<file path="src/rtl/wave_period_meter_pkg.sv">
// Shared types and constants for the waveform period meter.
// Sample width, default crossing level and hysteresis, FSM state encoding.
// Threshold helpers clamp MID +/- HYST into the 8-bit sample range.
package wave_period_meter_pkg;

  localparam int SAMPLE_W = 8;
  localparam int MID_DEF  = 128;
  localparam int HYST_DEF = 8;

  typedef logic [SAMPLE_W-1:0] sample_t;

  typedef enum logic {
    HUNT    = 1'b0,
    MEASURE = 1'b1
  } state_e;

  // Upper threshold MID+HYST, saturating at full scale.
  function automatic sample_t thr_hi(input int mid, input int hyst);
    logic [SAMPLE_W:0] s;
    s = (SAMPLE_W+1)'(mid) + (SAMPLE_W+1)'(hyst);
    return s[SAMPLE_W] ? {SAMPLE_W{1'b1}} : s[SAMPLE_W-1:0];
  endfunction

  // Lower threshold MID-HYST, saturating at zero (borrow bit set means underflow).
  function automatic sample_t thr_lo(input int mid, input int hyst);
    logic [SAMPLE_W:0] d;
    d = (SAMPLE_W+1)'(mid) - (SAMPLE_W+1)'(hyst);
    return d[SAMPLE_W] ? '0 : d[SAMPLE_W-1:0];
  endfunction

endpackage

</file>
<file path="src/rtl/wave_hyst_cmp.sv">
// Hysteresis comparator: tracks the high/low flag and flags rising crossings.
// Latency: rise_o is combinational on the current sample; flags update next clock.
// Backpressure: none; only cycles with sample_vld_i advance state.
module wave_hyst_cmp
  import wave_period_meter_pkg::*;
#(
  parameter int MID  = MID_DEF,
  parameter int HYST = HYST_DEF
) (
  input  logic    clk_i,
  input  logic    rst_i,
  input  sample_t sample_i,
  input  logic    sample_vld_i,
  output logic    rise_o
);

  localparam sample_t HI_TH = thr_hi(MID, HYST);
  localparam sample_t LO_TH = thr_lo(MID, HYST);
  localparam sample_t MID_S = sample_t'(MID);

  logic primed_q, primed_d;
  logic hi_q, hi_d;

  // The very first sample only seeds the flag, so power-up level never counts as a crossing.
  assign rise_o = sample_vld_i & primed_q & ~hi_q & (sample_i >= HI_TH);

  // Next-state of the priming and high/low flags.
  always_comb begin
    primed_d = primed_q;
    hi_d     = hi_q;
    if (sample_vld_i) begin
      if (!primed_q) begin
        primed_d = 1'b1;
        hi_d     = (sample_i >= MID_S);
      end else if (sample_i >= HI_TH) begin
        hi_d = 1'b1;
      end else if (sample_i <= LO_TH) begin
        hi_d = 1'b0;
      end
    end
  end

  // Flag registers with synchronous reset.
  always_ff @(posedge clk_i) begin
    if (rst_i) begin
      primed_q <= 1'b0;
      hi_q     <= 1'b0;
    end else begin
      primed_q <= primed_d;
      hi_q     <= hi_d;
    end
  end

endmodule

</file>
<file path="src/rtl/wave_period_meter.sv">
// Measures period, max and min of each cycle between rising mid-level crossings.
// Latency: result_valid/timeout pulse one clock after the deciding sample is accepted.
// Backpressure: none; gaps in sample_valid are invisible to the measurement.
module wave_period_meter
  import wave_period_meter_pkg::*;
#(
  parameter int MID        = MID_DEF,
  parameter int HYST       = HYST_DEF,
  parameter int PERIOD_W   = 16,
  parameter int MIN_PERIOD = 4
) (
  input  logic                clk,
  input  logic                rst,
  input  logic [SAMPLE_W-1:0] sample_in,
  input  logic                sample_valid,
  output logic [PERIOD_W-1:0] period,
  output logic [SAMPLE_W-1:0] peak_max,
  output logic [SAMPLE_W-1:0] peak_min,
  output logic                result_valid,
  output logic                timeout
);

  localparam logic [PERIOD_W-1:0] MIN_P = PERIOD_W'(MIN_PERIOD);
  localparam logic [PERIOD_W-1:0] ONE   = PERIOD_W'(1);

  logic rise;

  state_e              state_q, state_d;
  logic [PERIOD_W-1:0] cnt_q, cnt_d;
  sample_t             run_max_q, run_max_d;
  sample_t             run_min_q, run_min_d;
  logic [PERIOD_W-1:0] period_q, period_d;
  sample_t             peak_max_q, peak_max_d;
  sample_t             peak_min_q, peak_min_d;
  logic                rv_q, rv_d;
  logic                to_q, to_d;

  wave_hyst_cmp #(
    .MID  (MID),
    .HYST (HYST)
  ) u_cmp (
    .clk_i        (clk),
    .rst_i        (rst),
    .sample_i     (sample_in),
    .sample_vld_i (sample_valid),
    .rise_o       (rise)
  );

  // FSM next-state, counter, running extremes and result capture.
  always_comb begin
    state_d    = state_q;
    cnt_d      = cnt_q;
    run_max_d  = run_max_q;
    run_min_d  = run_min_q;
    period_d   = period_q;
    peak_max_d = peak_max_q;
    peak_min_d = peak_min_q;
    rv_d       = 1'b0;
    to_d       = 1'b0;
    if (sample_valid) begin
      case (state_q)
        HUNT: begin
          if (rise) begin
            state_d   = MEASURE;
            cnt_d     = ONE;
            run_max_d = sample_in;
            run_min_d = sample_in;
          end
        end
        MEASURE: begin
          if (rise && (cnt_q >= MIN_P)) begin
            // Crossing sample closes this cycle and opens the next one.
            period_d   = cnt_q;
            peak_max_d = run_max_q;
            peak_min_d = run_min_q;
            rv_d       = 1'b1;
            cnt_d      = ONE;
            run_max_d  = sample_in;
            run_min_d  = sample_in;
          end else if (!rise && (&cnt_q)) begin
            // Counter saturated: abandon the cycle, keep last result visible.
            to_d    = 1'b1;
            state_d = HUNT;
            cnt_d   = '0;
          end else begin
            // Ordinary sample, including a too-early crossing treated as noise.
            cnt_d     = cnt_q + ONE;
            run_max_d = (sample_in > run_max_q) ? sample_in : run_max_q;
            run_min_d = (sample_in < run_min_q) ? sample_in : run_min_q;
          end
        end
        default: state_d = HUNT;
      endcase
    end
  end

  // State and output registers with synchronous reset.
  always_ff @(posedge clk) begin
    if (rst) begin
      state_q    <= HUNT;
      cnt_q      <= '0;
      run_max_q  <= '0;
      run_min_q  <= '0;
      period_q   <= '0;
      peak_max_q <= '0;
      peak_min_q <= '0;
      rv_q       <= 1'b0;
      to_q       <= 1'b0;
    end else begin
      state_q    <= state_d;
      cnt_q      <= cnt_d;
      run_max_q  <= run_max_d;
      run_min_q  <= run_min_d;
      period_q   <= period_d;
      peak_max_q <= peak_max_d;
      peak_min_q <= peak_min_d;
      rv_q       <= rv_d;
      to_q       <= to_d;
    end
  end

  assign period       = period_q;
  assign peak_max     = peak_max_q;
  assign peak_min     = peak_min_q;
  assign result_valid = rv_q;
  assign timeout      = to_q;

endmodule

</file>
<file path="config.mk">
export PLATFORM = sky130hd
export DESIGN_NAME = wave_period_meter
export DESIGN_NICKNAME = d
export VERILOG_FILES = /design/src/rtl/wave_period_meter_pkg.sv /design/src/rtl/wave_hyst_cmp.sv /design/src/rtl/wave_period_meter.sv
export SDC_FILE = /design/constraint.sdc
export NUM_CORES = 1
export LEC_CHECK = 0
export CORE_MARGIN = 1.5
export CORE_UTILIZATION = 58
export DETAILED_ROUTE_END_ITERATION = 16
export PLACE_DENSITY = 0.83
export SLEW_MARGIN = 5
export SYNTH_ARGS = -nofsm -noshare
export SYNTH_HDL_FRONTEND = slang
export SYNTH_SLANG_ARGS = --single-unit
</file>
<file path="constraint.sdc">
create_clock -name clk -period 4.4 [get_ports clk]
set_input_delay 0.44 -clock clk [delete_from_list [all_inputs] [get_ports clk]]
set_output_delay 0.44 -clock clk [all_outputs]
set_load 0.01 [all_outputs]
</file>
* Word level (Yosys, flattened, before mapping)
Cells that the tools add are included.
** Storage, ports and cells
- Register bits :: 69
- Output and inout port bits :: 34
- Input port bits :: 11
** Operators by class
- Bitwise logic cells :: 6
- Muxes and demuxes :: 22
- $lt $le $gt $ge :: 6
- Reductions and logical operators :: 11
- Equality and inequality tests :: 5
- $add $sub $neg :: 1
** Operators by type and width (count)
- two-way mux 8 bit :: 7
- two-way mux 16 bit :: 3
- case mux 16 bit (2 select lines) :: 1
- case mux 8 bit (2 select lines) :: 2
- adder 16 x 1 -> 16 bit (second input constant) :: 1
- >= comparator 16 x 3 -> 1 bit (second input constant) :: 1
- >= comparator 8 bit (second input constant) :: 2
- AND reduction 16 bit :: 1
- greater-than comparator 8 bit :: 1
- less-or-equal comparator 8 x 7 -> 1 bit (second input constant) :: 1
- less-than comparator 8 bit :: 1
- two-way mux 1 bit :: 8
- AND reduction 4 bit :: 2
- != test 3 x 1 -> 1 bit (second input constant) :: 2
- != test 3 bit (second input constant) :: 2
- AND reduction 2 bit :: 2
- OR reduction 4 bit :: 1
- AND 1 bit :: 3
- NOT 1 bit :: 3
- AND reduction 3 bit :: 1
- OR reduction 3 bit :: 1
- logical AND 1 bit :: 2
- != test 2 bit (second input constant) :: 1
- case mux 1 bit (2 select lines) :: 1
- zero test 1 bit :: 1

* Logic depth before layout (Yosys ltp)
- Word-level depth :: 8
- Depth in mapped cells :: 8

* By module
A second synthesis with hierarchy kept.
** Second synthesis, totals
- Cell total of the unflattened synthesis :: 359
- Area total of the unflattened synthesis :: 3379.5 µm²
** Modules (own cells, without submodules)
- wave_period_meter :: cells each 344, area an instance 3268.1 µm², times used 1
- wave_hyst_cmp :: cells each 15, area an instance 111.4 µm², times used 1

* Worst setup path after synthesis
OpenSTA, ideal clock, no wires.
- Path kind :: input-to-reg
- From :: in sample_in[6]
- To :: reg run_min_q[0]
- Buffers on the path :: 1
- Stages :: 7
- Arrival :: 1.950 ns
- Slack :: 2.363 ns
- Cell sequence :: ha_1 > a21oi_1 > a21boi_0 > o41ai_2 > buf_6 > nand2_1 > o31ai_1
** On the way
- Longest elaborated chain between the ends :: 6
- Elaborated cells on any way between the ends :: 12
** Ends and longest elaborated chain
- start, declared :: RTL line wave_period_meter.sv:14 : input logic [SAMPLE_W-1:0] sample_in,
- >= comparator 8 bit :: RTL line wave_hyst_cmp.sv:25 : assign rise_o = sample_vld_i & primed_q & ~hi_q & (sample_i >= HI_TH);
- AND 1 bit :: RTL line wave_hyst_cmp.sv:25
- zero test 1 bit :: RTL line wave_period_meter.sv:80 : end else if (!rise && (&cnt_q)) begin
- logical AND 1 bit :: RTL line wave_period_meter.sv:80
- != test 3 bit (no line)
- AND reduction 4 bit (no line)
- end signal, assigned :: RTL line wave_period_meter.sv:113 : run_min_q <= run_min_d;
- end, declared :: RTL line wave_period_meter.sv:31 : sample_t run_min_q, run_min_d;
Several ways; a longest one is shown, not always the timed one.
A chain may end at the register's enable or synchronous reset.

* Final worst setup path
- From :: in sample_in[6]
- To :: reg run_min_q[1]
The elaborated chain is that of the path after synthesis.

==> impl_metrics.csv <==
group,metric,value,unit
finish,final_cell_mix,"nor2_1, dfxtp_1, clkdlybuf4s50_1",
yosys,syn_area,3180,µm²
sta,period_share,62.2,%
yosys,ys_ff_latch,69,
outcome,status,"finished, final reports clean",
global_routing,grt_pass1_vias,2501,
critical_path,rr_worst_depth,8,
detailed_routing,drtPass1Iterations,4,
power,p_leak,0.00147,µW
min_path,hold_class,"reg -> reg",
clocking,clock_latency,0.35,ns
sta,worst_clock_skew,0.00893,ns
global_routing,grt_max_degree,58,
floorplanning,core_area,5200,µm²
yosys,synthTopCellsByArea,"dfxtp_1, nor2_1, mux2i_1, ha_1, a21oi_1",
finish,drive_above_1_share,7.37,%
floorplanning,ios,45,
job,cap_violations,0,
yosys,synth_cells,362,
yosys,synth-compound-area-share,13.5,%
clocking,postCtsHoldBufs,0,
critical_path,start_kind,"input pin",
finish,final_util,74.0,%
floorplanning,die_x,77.1,µm
detailed_routing,vias,2619,
finish,fin_nets,430,
critical_path,path_cells,"clkdlybuf4s50_1 -> ha_1 -> a21oi_1 -> a21boi_0 -> o41ai_2 -> buf_4 -> a21o_1 -> a21oi_1",
clocking,ctsResizeCount,0,
sta,setup_viol,0,
global_routing,antenna_found_initial,0,
clocking,numCtsBuffers,9,
global_routing,globalRouteTotalUtil,24.1,%
detailed_routing,drc,0,
yosys,synth.top_cell.area_share,43.4,%
floorplanning,dieArea,5940,µm²
yosys,synth_enable_flop_cells,0,
global_routing,grt_first_pass_wirelength,11.4,mm
sta,final_hold_viol_count,0,
yosys,synth_ff_type,"dfxtp_1",
finish,layout_commonest_cell,"nor2_1",
yosys,ys_seq_area_share,43.4,%
yosys,synth-xor-area-share,3.58,%
sta,finalMaxSlewViolations,0,
critical_path,end_kind,"register",
clocking,cts_max_level,3,
sta,max_freq,0.365,GHz
finish,n_antenna_cell,0,
clocking,cts_buffer_depth,2,
clocking,cts_tree,"yes",
clocking,post_cts_buffers,0,
min_path,hold_depth,2,
yosys,synth_top_family_by_area,"simple AND/OR/NAND/NOR gates",
yosys,ys_warn_count,0,
critical_path,required,4.58,ns
critical_path,slowest_delay,0.73,ns
yosys,synth_fp_nets,390,
power,ir_worst_vdd,0.242,mV
critical_path,critPathMaxFanout,9,
placement,place_inst,461,
placement,routabilityCongestion,0.899,
sta,fin_crit,2.74,ns
yosys,yosys.area_share.simple,20.6,%
finish,area_growth,21.0,%
critical_path,worstSetupPathType,"in -> reg",
sta,rsz0062_at_grt,"no",
clocking,cts-root-buf,"clkbuf_8",
clocking,cts_num_sinks,69,
critical_path,cp_slowest_cell,"o41ai_2",
detailed_routing,ant_nets,0,
critical_path,crit_top_cell,"a21oi_1",
global_routing,gr-total-overflow,0,
placement,io_buffers,44,
yosys,synth.area.mux_share,7.23,%
floorplanning,start_util,61.2,%
power,power_density,322,nW/µm²
detailed_routing,drt_iter0_markers,256,
power,finalPower,1240,µW
sta,worst_pin_slew,1.01,ns
floorplanning,die_h,77.1,µm
yosys,async_flop_share,0,%
placement,dp_hpwl,4.60,mm
yosys,synth_fa_ha_area_share,6.68,%
detailed_routing,wl_per_cell,14.2,µm
sta,tns,0,ns
floorplanning,row_count,26,
clocking,clkTransAtPathRegs,0.08,ns
critical_path,crit_arrival,2.92,ns
detailed_routing,vias_per_cell,5.49,
detailed_routing,wirelength,6.79,mm
yosys,avgSynthCellArea,8.80,µm²
yosys,synth_cell_types,44,
yosys,yosys.area.top_type,"dfxtp_1",
finish,stdcell_count,477,
sta,slew_headroom,33.0,%
-- cell type report --
cell class	count	area [µm²]
sequential	69	1380
fill	408	1350
timing repair buffer	47	470
clock inverter	7	75.1
tap	70	87.6
multi-input combinational	255	1640
clock buffer	9	124
inverter	20	75.1
-- synthesized netlist by cell type, drive strengths merged, types with 3 or more instances --
master and instances:
a21o 8, a21oi 31, and4 5, buf 10, clkbuf 8, dfxtp 69
ha 17, inv 20, mux2i 23, nand2 15, nand3 13, nand4 9
nor2 84, nor3 3, nor4 4, o21ai 5, xnor2 6, xor2 7
-- power breakdown --
part | internal [µW] | switching (µW) | leakage, µW
registers | 632 | 5.13 | 0.000557
logic | 33.5 | 54.2 | 0.000826
clock network | 263 | 251 | 0.0000918
total | 928 | 311 | 0.00147
-- cells by family (layout without fill, tap and decap cells) --
group,Yosys count,in the layout
AOI/OAI and AO/OA,60,60
xor gates and xnor gates,13,13
adders and majority gates,17,17
buffers and inverters,38,83
DFF,69,69
muxes,23,23
and+or+nand+nor,142,142
-- critical path, delay by kind of cell --
kind | cells | cell delay (ns)
AOI/OAI and AO/OA | 5 | 1.21
buffers and inverters | 2 | 0.95
adders and majority gates | 1 | 0.32
-- metrics by stage --
stage	worst slack (ns)	hold WS, ns	area (µm²)
after global placement	1.34	0.463	3650
after global routing	1.46	0.520	3850
final	1.66	0.486	3850
after CTS	1.67	0.493	3850
after floorplan	2.36	0.460	3180
after detailed placement	1.30	0.476	3650
-- layer usage --
layer,wire length [µm],global-route usage (%),vias up,share of wire [%]
li1,-,-,1323,-
met1,3140,31.8,1211,46
met2,3130,37.0,71,46
met3,407,4.17,14,6.0
met4,116,14.0,0,1.7
met5,0,0,-,0
-- final timing paths --
path | start | end | slack, ns
setup reg to reg | run_min_q[6] | run_min_q[1] | 2.06
hold reg to reg | peak_max[3] | peak_max[3] | 0.49
hold / removal | peak_max[3] | peak_max[3] | 0.49
setup / recovery | sample_in[6] | run_min_q[1] | 1.66
-- registers in the layout, indices dropped and copies added, names as in the netlist --
signal	flops
cnt_q	16
state_q	1
peak_max	8
u_cmp.hi_q	1
period	16
run_max_q	8
peak_min	8
run_min_q	8
result_valid	1
u_cmp.primed_q	1
timeout	1
Note: power is estimated with default switching activity, not from simulation.
